`config.mk`:
```
export PLATFORM = sky130hd
export DESIGN_NAME = sa_result_drain_flat
export DESIGN_NICKNAME = d
export VERILOG_FILES = /design/src/rtl/sa_pkg.sv /design/src/rtl/sa_result_drain_if.sv /design/src/rtl/sa_row_fifo.sv /design/src/rtl/sa_result_drain.sv /design/src/flat_wrapper.sv
export SDC_FILE = /design/constraint.sdc
export NUM_CORES = 1
export LEC_CHECK = 0
export CORE_ASPECT_RATIO = 1.25
export CORE_MARGIN = 2
export CORE_UTILIZATION = 45
export CTS_CLUSTER_SIZE = 16
export DETAILED_ROUTE_END_ITERATION = 6
export PLACE_DENSITY = 0.68
export SLEW_MARGIN = 0
export SYNTH_ARGS = -nofsm -noshare
export SYNTH_HDL_FRONTEND = slang
export SYNTH_SLANG_ARGS = --single-unit
```
`constraint.sdc`:
```
create_clock -name clk -period 5.2 [get_ports clk]
set_input_delay 1.04 -clock clk [delete_from_list [all_inputs] [get_ports clk]]
set_output_delay 1.04 -clock clk [all_outputs]
set_load 0.03 [all_outputs]
```
`src/rtl/sa_pkg.sv`:
```
// Shared systolic-array definitions: default geometry, packed row type and level-width helper.
package sa_pkg;

  localparam int N_DEF     = 4;
  localparam int DW_DEF    = 32;
  localparam int DEPTH_DEF = 4;
  localparam int RW_DEF    = 8;

  typedef logic signed [DW_DEF-1:0] sum_t;
  typedef sum_t [N_DEF-1:0]         row_t;

  // Occupancy must represent 0..DEPTH inclusive, hence the extra bit.
  function automatic int lvl_width(input int depth);
    return $clog2(depth) + 1;
  endfunction

  localparam int LVL_W_DEF = lvl_width(DEPTH_DEF);

endpackage

```
`src/rtl/sa_result_drain_if.sv`:
```
// Aligned-row output stream of the result drain: valid/ready handshake toward writeback.
interface sa_result_drain_if
  import sa_pkg::*;
#(
  parameter int N  = N_DEF,
  parameter int DW = DW_DEF,
  parameter int RW = RW_DEF
);
  logic [N*DW-1:0] out_data;
  logic [RW-1:0]   out_row;
  logic            out_valid;
  logic            out_ready;

  modport master (output out_data, output out_row, output out_valid, input  out_ready);
  modport slave  (input  out_data, input  out_row, input  out_valid, output out_ready);
endinterface

```
`src/rtl/sa_row_fifo.sv`:
```
// Synchronous row FIFO; a push while full is accepted only when a pop frees a slot the same cycle.
module sa_row_fifo
  import sa_pkg::*;
#(
  parameter  int W     = N_DEF * DW_DEF + RW_DEF,
  parameter  int DEPTH = DEPTH_DEF,
  localparam int LW    = lvl_width(DEPTH),
  localparam int AW    = LW - 1
) (
  input  logic          clk,
  input  logic          rst_n,
  input  logic          clr_i,
  input  logic          push_i,
  input  logic          pop_i,
  input  logic [W-1:0]  wdata_i,
  output logic [W-1:0]  rdata_o,
  output logic          full_o,
  output logic          empty_o,
  output logic [LW-1:0] level_o
);

  logic [LW-1:0] wr_q, rd_q;
  logic [W-1:0]  mem_q [DEPTH];
  logic          do_push, do_pop;

  assign level_o = wr_q - rd_q;
  assign full_o  = (level_o == LW'(DEPTH));
  assign empty_o = (level_o == '0);
  assign do_pop  = pop_i && !empty_o;
  assign do_push = push_i && (!full_o || do_pop);

  // NOTE: sequential state uses non-blocking (<=) so every register samples pre-edge values.
  always_ff @(posedge clk or negedge rst_n) begin
    if (!rst_n) begin
      wr_q <= '0;
      rd_q <= '0;
    end else if (clr_i) begin
      wr_q <= '0;
      rd_q <= '0;
    end else begin
      if (do_push) wr_q <= wr_q + 1'b1;
      if (do_pop)  rd_q <= rd_q + 1'b1;
    end
  end

  // NOTE: storage is deliberately not reset; pointers define validity and the read port is gated.
  always_ff @(posedge clk) begin
    if (do_push && !clr_i) mem_q[wr_q[AW-1:0]] <= wdata_i;
  end

  assign rdata_o = empty_o ? '0 : mem_q[rd_q[AW-1:0]];

endmodule

```
`src/rtl/sa_result_drain.sv`:
```
// Bottom-edge reader of the systolic array: de-skews columns, buffers rows, flags faults.
// Optional build macro SA_DRAIN_RELU_EN clamps negative columns to 0 before the FIFO write.
module sa_result_drain
  import sa_pkg::*;
#(
  parameter  int N     = N_DEF,
  parameter  int DW    = DW_DEF,
  parameter  int DEPTH = DEPTH_DEF,
  parameter  int RW    = RW_DEF,
  localparam int LW    = lvl_width(DEPTH)
) (
  input  logic                 clk,
  input  logic                 rst_n,
  input  logic [N*DW-1:0]      col_sum,
  input  logic [N-1:0]         col_valid,
  input  logic                 clear,
  sa_result_drain_if.master    out_if,
  output logic                 skew_err,
  output logic                 overflow,
  output logic [LW-1:0]        level
);

  logic [N-1:0]          tail_v;
  logic [N-1:0][DW-1:0]  tail_d;
  logic [N*DW-1:0]       push_data;
  logic [N*DW+RW-1:0]    fifo_rdata;
  logic                  fifo_full, fifo_empty;
  logic                  all_v, any_v, push, pop, accepted;
  logic [RW-1:0]         row_q;
  logic                  skew_q, ovf_q;

  // Column j travels through N-j stages so every column reaches its tail on the same edge.
  for (genvar j = 0; j < N; j++) begin : g_col
    localparam int D = N - j;
    logic              v_q [D];
    logic [DW-1:0]     d_q [D];

    always_ff @(posedge clk or negedge rst_n) begin
      if (!rst_n) begin
        for (int s = 0; s < D; s++) begin
          v_q[s] <= 1'b0;
          d_q[s] <= '0;
        end
      end else if (clear) begin
        for (int s = 0; s < D; s++) begin
          v_q[s] <= 1'b0;
          d_q[s] <= '0;
        end
      end else begin
        v_q[0] <= col_valid[j];
        if (col_valid[j]) d_q[0] <= col_sum[j*DW +: DW];
        for (int s = 1; s < D; s++) begin
          v_q[s] <= v_q[s-1];
          if (v_q[s-1]) d_q[s] <= d_q[s-1];
        end
      end
    end

    assign tail_v[j] = v_q[D-1];
    assign tail_d[j] = d_q[D-1];
  end

  // NOTE: every combinational output gets a default first so no path infers a latch.
  always_comb begin
    push_data = tail_d;
`ifdef SA_DRAIN_RELU_EN
    for (int j = 0; j < N; j++) begin
      if (tail_d[j][DW-1]) push_data[j*DW +: DW] = '0;
    end
`endif
  end

  assign all_v    = &tail_v;
  assign any_v    = |tail_v;
  assign pop      = out_if.out_valid && out_if.out_ready && !clear;
  assign push     = all_v && !clear;
  assign accepted = push && (!fifo_full || pop);

  always_ff @(posedge clk or negedge rst_n) begin
    if (!rst_n) begin
      row_q  <= '0;
      skew_q <= 1'b0;
      ovf_q  <= 1'b0;
    end else if (clear) begin
      row_q  <= '0;
      skew_q <= 1'b0;
      ovf_q  <= 1'b0;
    end else begin
      if (accepted)          row_q  <= row_q + 1'b1;
      if (any_v && !all_v)   skew_q <= 1'b1;
      if (push && !accepted) ovf_q  <= 1'b1;
    end
  end

  sa_row_fifo #(
    .W     (N*DW + RW),
    .DEPTH (DEPTH)
  ) u_fifo (
    .clk     (clk),
    .rst_n   (rst_n),
    .clr_i   (clear),
    .push_i  (push),
    .pop_i   (pop),
    .wdata_i ({row_q, push_data}),
    .rdata_o (fifo_rdata),
    .full_o  (fifo_full),
    .empty_o (fifo_empty),
    .level_o (level)
  );

  assign out_if.out_data  = fifo_rdata[N*DW-1:0];
  assign out_if.out_row   = fifo_rdata[N*DW +: RW];
  assign out_if.out_valid = !fifo_empty;
  assign skew_err         = skew_q;
  assign overflow         = ovf_q;

endmodule

```
`src/flat_wrapper.sv`:
```
// flat-port wrapper written by rule: the top's interface ports become plain ports
module sa_result_drain_flat import sa_pkg::*;
#(
  parameter  int N     = N_DEF,
  parameter  int DW    = DW_DEF,
  parameter  int DEPTH = DEPTH_DEF,
  parameter  int RW    = RW_DEF,
  localparam int LW    = lvl_width(DEPTH)
)
  (clk, rst_n, col_sum, col_valid, clear, skew_err, overflow, level, out_if_out_data, out_if_out_row, out_if_out_valid, out_if_out_ready);
  sa_result_drain_if #(.N(N), .DW(DW), .RW(RW)) out_if_i ();
  input  logic clk;
  input  logic rst_n;
  input  logic [N*DW-1:0] col_sum;
  input  logic [N-1:0] col_valid;
  input  logic clear;
  output logic skew_err;
  output logic overflow;
  output logic [LW-1:0] level;
  output wire logic [$bits(out_if_i.out_data)-1:0] out_if_out_data;
  output wire logic [$bits(out_if_i.out_row)-1:0] out_if_out_row;
  output wire logic [$bits(out_if_i.out_valid)-1:0] out_if_out_valid;
  input wire logic [$bits(out_if_i.out_ready)-1:0] out_if_out_ready;
  assign out_if_out_data = out_if_i.out_data;
  assign out_if_out_row = out_if_i.out_row;
  assign out_if_out_valid = out_if_i.out_valid;
  assign out_if_i.out_ready = out_if_out_ready;
  sa_result_drain #(.N(N), .DW(DW), .DEPTH(DEPTH), .RW(RW)) u_core (.clk(clk), .rst_n(rst_n), .col_sum(col_sum), .col_valid(col_valid), .clear(clear), .out_if(out_if_i), .skew_err(skew_err), .overflow(overflow), .level(level));
endmodule
```
==> flow_metrics.env, run 1 <==
export IMPL_nNetsFinal=2420
export IMPL_synth_seq_area_share_pct=72.6
export IMPL_total_power_mw=18.7
export IMPL_yosysUniqueCellTypes=32
export IMPL_setup_viol=0
export IMPL_cts_sinks=890
export IMPL_ir_drop_mv=0.314
export IMPL_htreeDepth=3
export IMPL_dpl_instance_area_mm2=0.0383
export IMPL_clk_pin_slew_ns=0.06
export IMPL_p_leak_nw=15.5
export IMPL_hold_viol_final=0
export IMPL_multi_input_area_mm2=0.00891
export IMPL_ys_ff_latch=890
export IMPL_clock_skew_ns=0.0236
export IMPL_drive_above_1_share_pct=13.4
export IMPL_initial_core_util_pct=45.4
export IMPL_whs_ns=0.444
export IMPL_fillers=5958
export IMPL_worstPathCellList="inv_1 > ha_1 > fa_1 > xnor3_2 > nand3_4 > buf_12 > and2_1 > clkdlybuf4s50_1"
export IMPL_grt_usage_pct=19.0
export IMPL_grt_pass1_vias=18500
export IMPL_die_h_um=313
export IMPL_ys_warnings_count=0
export IMPL_grt_antenna_before_repair=6
export IMPL_relSlewSlack_pct=21.0
export IMPL_dp_slack_ns=0.991
export IMPL_setup_ws_ns=0.389
export IMPL_endpoint_kind="primary output"
export IMPL_final_cells=3325
export IMPL_hold_class="in -> async"
export IMPL_wl_per_cell_um=22.0
export IMPL_antenna_left=0
export IMPL_wirelength_mm=73.2
export IMPL_die_area_mm2=0.0788
export IMPL_outcome="completed"
export IMPL_port_buffers=277
export IMPL_clock_path_buffers=3
export IMPL_cp_arrival_ns=3.77
export IMPL_yosysTopAreaCellShare_pct=47.4
export IMPL_grt_overflow=0
export IMPL_coreArea_mm2=0.0759
export IMPL_fmaxAchievable_mhz=208
export IMPL_worstMarginPinSlew_ns=1.18
export IMPL_dp_hpwl_mm=39.8
export IMPL_crit_family="buffers and inverters"
export IMPL_finalSetupTns_ns=0
export IMPL_cp_slowest_cell="clkdlybuf4s50_1"
export IMPL_cap_violations=0
export IMPL_seq_area_mm2=0.0250
export IMPL_cts_root_buf="clkbuf_16"
export IMPL_vias=17500
export IMPL_grt_max_degree=198
export IMPL_path_buf_inv=3
export IMPL_grt_setup_unrepaired="no"
export IMPL_start_kind="flop"
export IMPL_placed_cells=3166
export IMPL_finish_utilization_pct=54.1
export IMPL_die_w_um=251
export IMPL_synth_area_top_cells="edfxtp_1 47%, dfrtp_1 25%, mux2i_1 9.4%"
export IMPL_worstPathRequired_ns=4.16
export IMPL_fin_area_mm2=0.0411
export IMPL_slew_viol_final=0
export IMPL_max_stage_delay_ns=0.59
export IMPL_cp_max_fo=49
export IMPL_numCtsBuffers=85
export IMPL_powerDensity_mw_per_mm2=454
export IMPL_pin_count=278
export IMPL_clock_latency_ns=0.64
export IMPL_post_cts_buffers=0
export IMPL_drc=0
export IMPL_post_route_min_period_ns=4.81
export IMPL_grt_pass1_wl_mm=113
export IMPL_syn_area_mm2=0.0344
export IMPL_area_growth_pct=19.3
export IMPL_gp_congestion=0.747
export IMPL_setup_worst_path_class="reg -> out"
export IMPL_syn_avg_cell_area_um2=17.1
export IMPL_rows=113
export IMPL_synthCells=2013
export IMPL_syn_nets=2157
export IMPL_cts_tree="yes"
export IMPL_post_drt_via_cell_ratio=5.28
export IMPL_yosys_area_top_type="edfxtp_1"
export IMPL_cts_hold_buf=0
export IMPL_cts_resized=0
export IMPL_drt_iter0_markers=973
export IMPL_first_pass_iters=5
export IMPL_fin_crit_sh_pct=92.5
flip-flops by register name, summed over array words and instances (netlist names):
register / flops
u_core.overflow: 1
u_core.g_col.v_q: 10
u_core.u_fifo.rd_q: 3
u_core.g_col.d_q: 320
u_core.row_q: 8
u_core.u_fifo.wr_q: 3
u_core.u_fifo.mem_q: 544
u_core.skew_err: 1
kinds of logic (layout without fill, tap and decap cells):
family                   after synthesis  count (layout)  share of synthesized area [%]
buffers and inverters                131             465                           1.60
multiplexers                         459             459                           18.3
flip-flops                           890             890                           72.6
other                                  0               1                              0
AO/OA/AOI/OAI                         15              15                          0.280
XOR/XNOR                               7               7                          0.222
AND/OR/NAND/NOR                      503             503                           6.71
adder cells (fa/ha/maj)                8               8                          0.313
final timing paths:
path | start | end | slack, ns | depth (start not counted)
worst min-delay path | rst_n | u_core.g_col[1].d_q[7] | 0.44 | 1
worst min register to register | u_core.g_col[1].d_q[94] | u_core.g_col[1].d_q[62] | 0.51 | 2
min in group clk | u_core.g_col[1].d_q[94] | u_core.g_col[1].d_q[62] | 0.51 | 2
max in group asynchronous | rst_n | u_core.g_col[2].d_q[61] | 3.59 | 2
worst max register to register | u_core.u_fifo.wr_q[0] | u_core.u_fifo.mem_q[2][134] | 1.65 | 8
worst max-delay path | u_core.u_fifo.wr_q[0] | out_if_out_row[6] | 0.39 | 8
per-layer routing:
| layer | track usage (%) | wire length [um] | vias up |
|---|---|---|---|
| met5 | 0 | 26 | - |
| met4 | 5.88 | 1570 | 4 |
| met3 | 3.02 | 3080 | 98 |
| met2 | 32.9 | 38000 | 375 |
| met1 | 24.6 | 30500 | 9132 |
| li1 | - | - | 7935 |
final cells by class:
cell class / instances / share of cell area [%]
diodes: 1 / 0.00609
clock buffers: 110 / 5.71
inverters: 6 / 0.0548
clock inverters: 48 / 1.16
repair buffers: 301 / 7.53
flip-flops and latches: 890 / 60.9
multi-input cells: 992 / 21.7
well taps: 977 / 2.98
layout by cell type, fill, tap and decap left out, types with 2 or more instances in the layout:
cell,n
a21oi_1,5
and2_1,136
and2_4,4
buf_12,12
buf_2,4
buf_4,12
buf_8,2
bufinv_16,8
clkbuf_1,16
clkbuf_16,88
clkbuf_8,6
clkdlybuf4s50_1,271
clkinv_1,11
clkinv_2,15
clkinv_4,3
clkinvlp_4,6
dfrtp_1,338
dfrtp_2,6
dfrtp_4,2
edfxtp_1,544
ha_1,7
inv_1,6
inv_6,3
mux2i_1,323
mux4_2,136
nand2_1,3
nand3_1,4
nor2_1,332
nor2b_1,13
o211ai_1,2
o21ai_0,2
o31ai_1,3
or4_1,4
xnor2_1,4
xor2_1,2
Yosys cell counts:
| cell | count |
|---|---|
| a21oi_1 | 5 |
| a31o_2 | 1 |
| a31oi_1 | 1 |
| and2_1 | 140 |
| and4_1 | 1 |
| buf_1 | 5 |
| buf_2 | 47 |
| clkbuf_1 | 73 |
| dfrtp_1 | 346 |
| edfxtp_1 | 544 |
| fa_1 | 1 |
| ha_1 | 7 |
| inv_1 | 6 |
| mux2i_1 | 323 |
| mux4_2 | 136 |
| nand2_1 | 3 |
| nand3_1 | 5 |
| nand3b_1 | 1 |
| nor2_1 | 332 |
| nor2_2 | 1 |
| nor2b_1 | 13 |
| nor4_1 | 1 |
| o211ai_1 | 2 |
| o21ai_0 | 2 |
| o21ai_2 | 1 |
| o31ai_1 | 3 |
| or2_2 | 1 |
| or3_1 | 1 |
| or4_1 | 4 |
| xnor2_1 | 4 |
| xnor3_2 | 1 |
| xor2_1 | 2 |
report_power, final:
| group | internal (mW) | total [mW] | switching, mW |
|---|---|---|---|
| clock | 3.60 | 6.21 | 2.61 |
| combinational | 2.07 | 4.82 | 2.74 |
| sequential | 7.56 | 7.64 | 0.0852 |
(Power assumes the default switching activity.)
==> run 2: changes to the inputs <==
--- a/config.mk
+++ b/config.mk
@@ -7,10 +7,10 @@
 export LEC_CHECK = 0
 export CORE_ASPECT_RATIO = 1.25
 export CORE_MARGIN = 2
-export CORE_UTILIZATION = 45
+export CORE_UTILIZATION = 25
 export CTS_CLUSTER_SIZE = 16
 export DETAILED_ROUTE_END_ITERATION = 6
-export PLACE_DENSITY = 0.68
+export PLACE_DENSITY = 0.43
 export SLEW_MARGIN = 0
 export SYNTH_ARGS = -nofsm -noshare
 export SYNTH_HDL_FRONTEND = slang
==> run 2 against run 1 <==
Effect of this change:
- global-route usage shrank 6.3 points
- fmax shrank 3.6%
- setup slack lost 0.18 ns
- clock skew grew 0.0010 ns
- critical path type unchanged
==> flow_metrics.env, run 2 (synthesis gave the netlist of run 1 again) <==
export IMPL_pin_count=278
export IMPL_p_leak_nw=15.8
export IMPL_grt_usage_pct=12.7
export IMPL_powerDensity_mw_per_mm2=459
export IMPL_dp_hpwl_mm=48.9
export IMPL_fmaxAchievable_mhz=200
export IMPL_clock_skew_ns=0.0247
export IMPL_initial_core_util_pct=25.1
export IMPL_cts_sinks=890
export IMPL_clock_path_buffers=3
export IMPL_post_route_min_period_ns=4.99
export IMPL_largest_reg_flops=544
export IMPL_ir_drop_mv=0.324
export IMPL_vias=17800
export IMPL_slew_viol_final=0
export IMPL_die_h_um=419
export IMPL_worstMarginPinSlew_ns=1.06
export IMPL_relSlewSlack_pct=29.2
export IMPL_clock_latency_ns=0.69
export IMPL_setup_worst_path_class="reg -> out"
export IMPL_outcome="completed"
export IMPL_drive_above_1_share_pct=14.5
export IMPL_wirelength_mm=88.3
export IMPL_port_buffers=277
export IMPL_numCtsBuffers=96
export IMPL_endpoint_kind="primary output"
export IMPL_hold_class="in -> async"
export IMPL_grt_max_degree=143
export IMPL_htreeDepth=3
export IMPL_grt_antenna_before_repair=8
export IMPL_antenna_left=0
export IMPL_drc=0
export IMPL_worstPathRequired_ns=4.16
export IMPL_die_area_mm2=0.141
export IMPL_grt_overflow=0
export IMPL_fin_crit_sh_pct=95.9
export IMPL_first_pass_iters=5
export IMPL_clk_pin_slew_ns=0.06
export IMPL_cts_tree="yes"
export IMPL_r2r_setup_slack_ns=1.53
export IMPL_finalSetupTns_ns=0
export IMPL_hold_viol_final=0
export IMPL_cp_arrival_ns=3.95
export IMPL_wl_per_cell_um=21.3
export IMPL_cts_root_buf="clkbuf_16"
export IMPL_setup_viol=0
export IMPL_cp_max_fo=44
export IMPL_grt_setup_unrepaired="no"
export IMPL_rows=152
export IMPL_cts_resized=0
export IMPL_cap_violations=0
export IMPL_gp_congestion=0.695
export IMPL_whs_ns=0.338
export IMPL_layout_commonest_cell="edfxtp_1"
export IMPL_post_cts_buffers=0
export IMPL_grt_pass1_vias=19400
export IMPL_grt_pass1_wl_mm=131
export IMPL_start_kind="flop"
export IMPL_final_cell_mix="544 x edfxtp_1, 338 x dfrtp_1, 332 x nor2_1"
export IMPL_die_w_um=336
export IMPL_coreArea_mm2=0.137
export IMPL_drt_iter0_markers=828
export IMPL_nNetsFinal=2444
export IMPL_area_growth_pct=23.7
export IMPL_post_drt_via_cell_ratio=4.29
run 2: final cells by class:
type                       count  area, um^2
antenna                        2        5.00
clock buffer                 124        2650
clock inverter                54         537
fill                       13400       94300
inverter                       6        22.5
multi-input combinational    994        8930
sequential                   890       25000
tap                         1771        2220
timing repair buffer         312        3210
run 2: routing by layer:
layer,global-route usage (%),share of wire (%)
met3,2.59,4.5
met4,4.08,2.4
met5,0,0.033
met1,15.8,43
met2,21.8,50
run 2: timing repair:
action	in CTS	in global routing
endpoints found under the setup margin	85	0
endpoints found under the hold margin	0	0
hold buffers	0	0
run 2: stage by stage:
| step | util [%] | area, um^2 | instances | setup slack, ns | power [mW] |
|---|---|---|---|---|---|
| 2_1_floorplan | - | 34400 | 2013 | 1.41 | 10.7 |
| 3_3_place_gp | 28.8 | 39400 | 3971 | 0.857 | 12.8 |
| 3_5_place_dp | 28.8 | 39400 | 3971 | 0.744 | 12.8 |
| 4_1_cts | 31.1 | 42600 | 4151 | 0.0394 | 20.0 |
| 5_1_grt | 31.1 | 42600 | 4151 | 0.00348 | 20.4 |
| 6_report | 31.1 | 42600 | 4153 | 0.211 | 19.5 |
run 2: path summary, 6_finish.rpt:
| check | cells past startpoint | to | startpoint |
|---|---|---|---|
| setup / recovery | 8 | out_if_out_data[14] | u_core.u_fifo.wr_q[0] |
| hold / removal | 1 | u_core.g_col[1].d_q[34] | rst_n |
| setup reg to reg | 8 | u_core.u_fifo.mem_q[1][15] | u_core.u_fifo.wr_q[0] |
| hold reg to reg | 0 | u_core.u_fifo.mem_q[1][99] | u_core.g_col[3].d_q[3] |
| max in group asynchronous | 2 | u_core.g_col[2].d_q[5] | rst_n |
| min in group clk | 0 | u_core.u_fifo.mem_q[1][99] | u_core.g_col[3].d_q[3] |
run 2: worst max-delay path: stages, from the launching register on:
cell and delay [ns]:
dfrtp_1 0.38, inv_1 0.11, ha_1 0.23, fa_1 0.39, xnor3_2 0.49, nand3_4 0.48, buf_12 0.34, and2_1 0.18
clkdlybuf4s50_1 0.59
run 2: report_power, final:
| part | total, mW | internal [mW] | switching (mW) | leakage (nW) |
|---|---|---|---|---|
| clock network | 6.90 | 4.05 | 2.85 | 1.56 |
| logic | 5.00 | 2.08 | 2.92 | 4.48 |
| registers | 7.63 | 7.56 | 0.0727 | 9.75 |
| total | 19.5 | 13.7 | 5.84 | 15.8 |
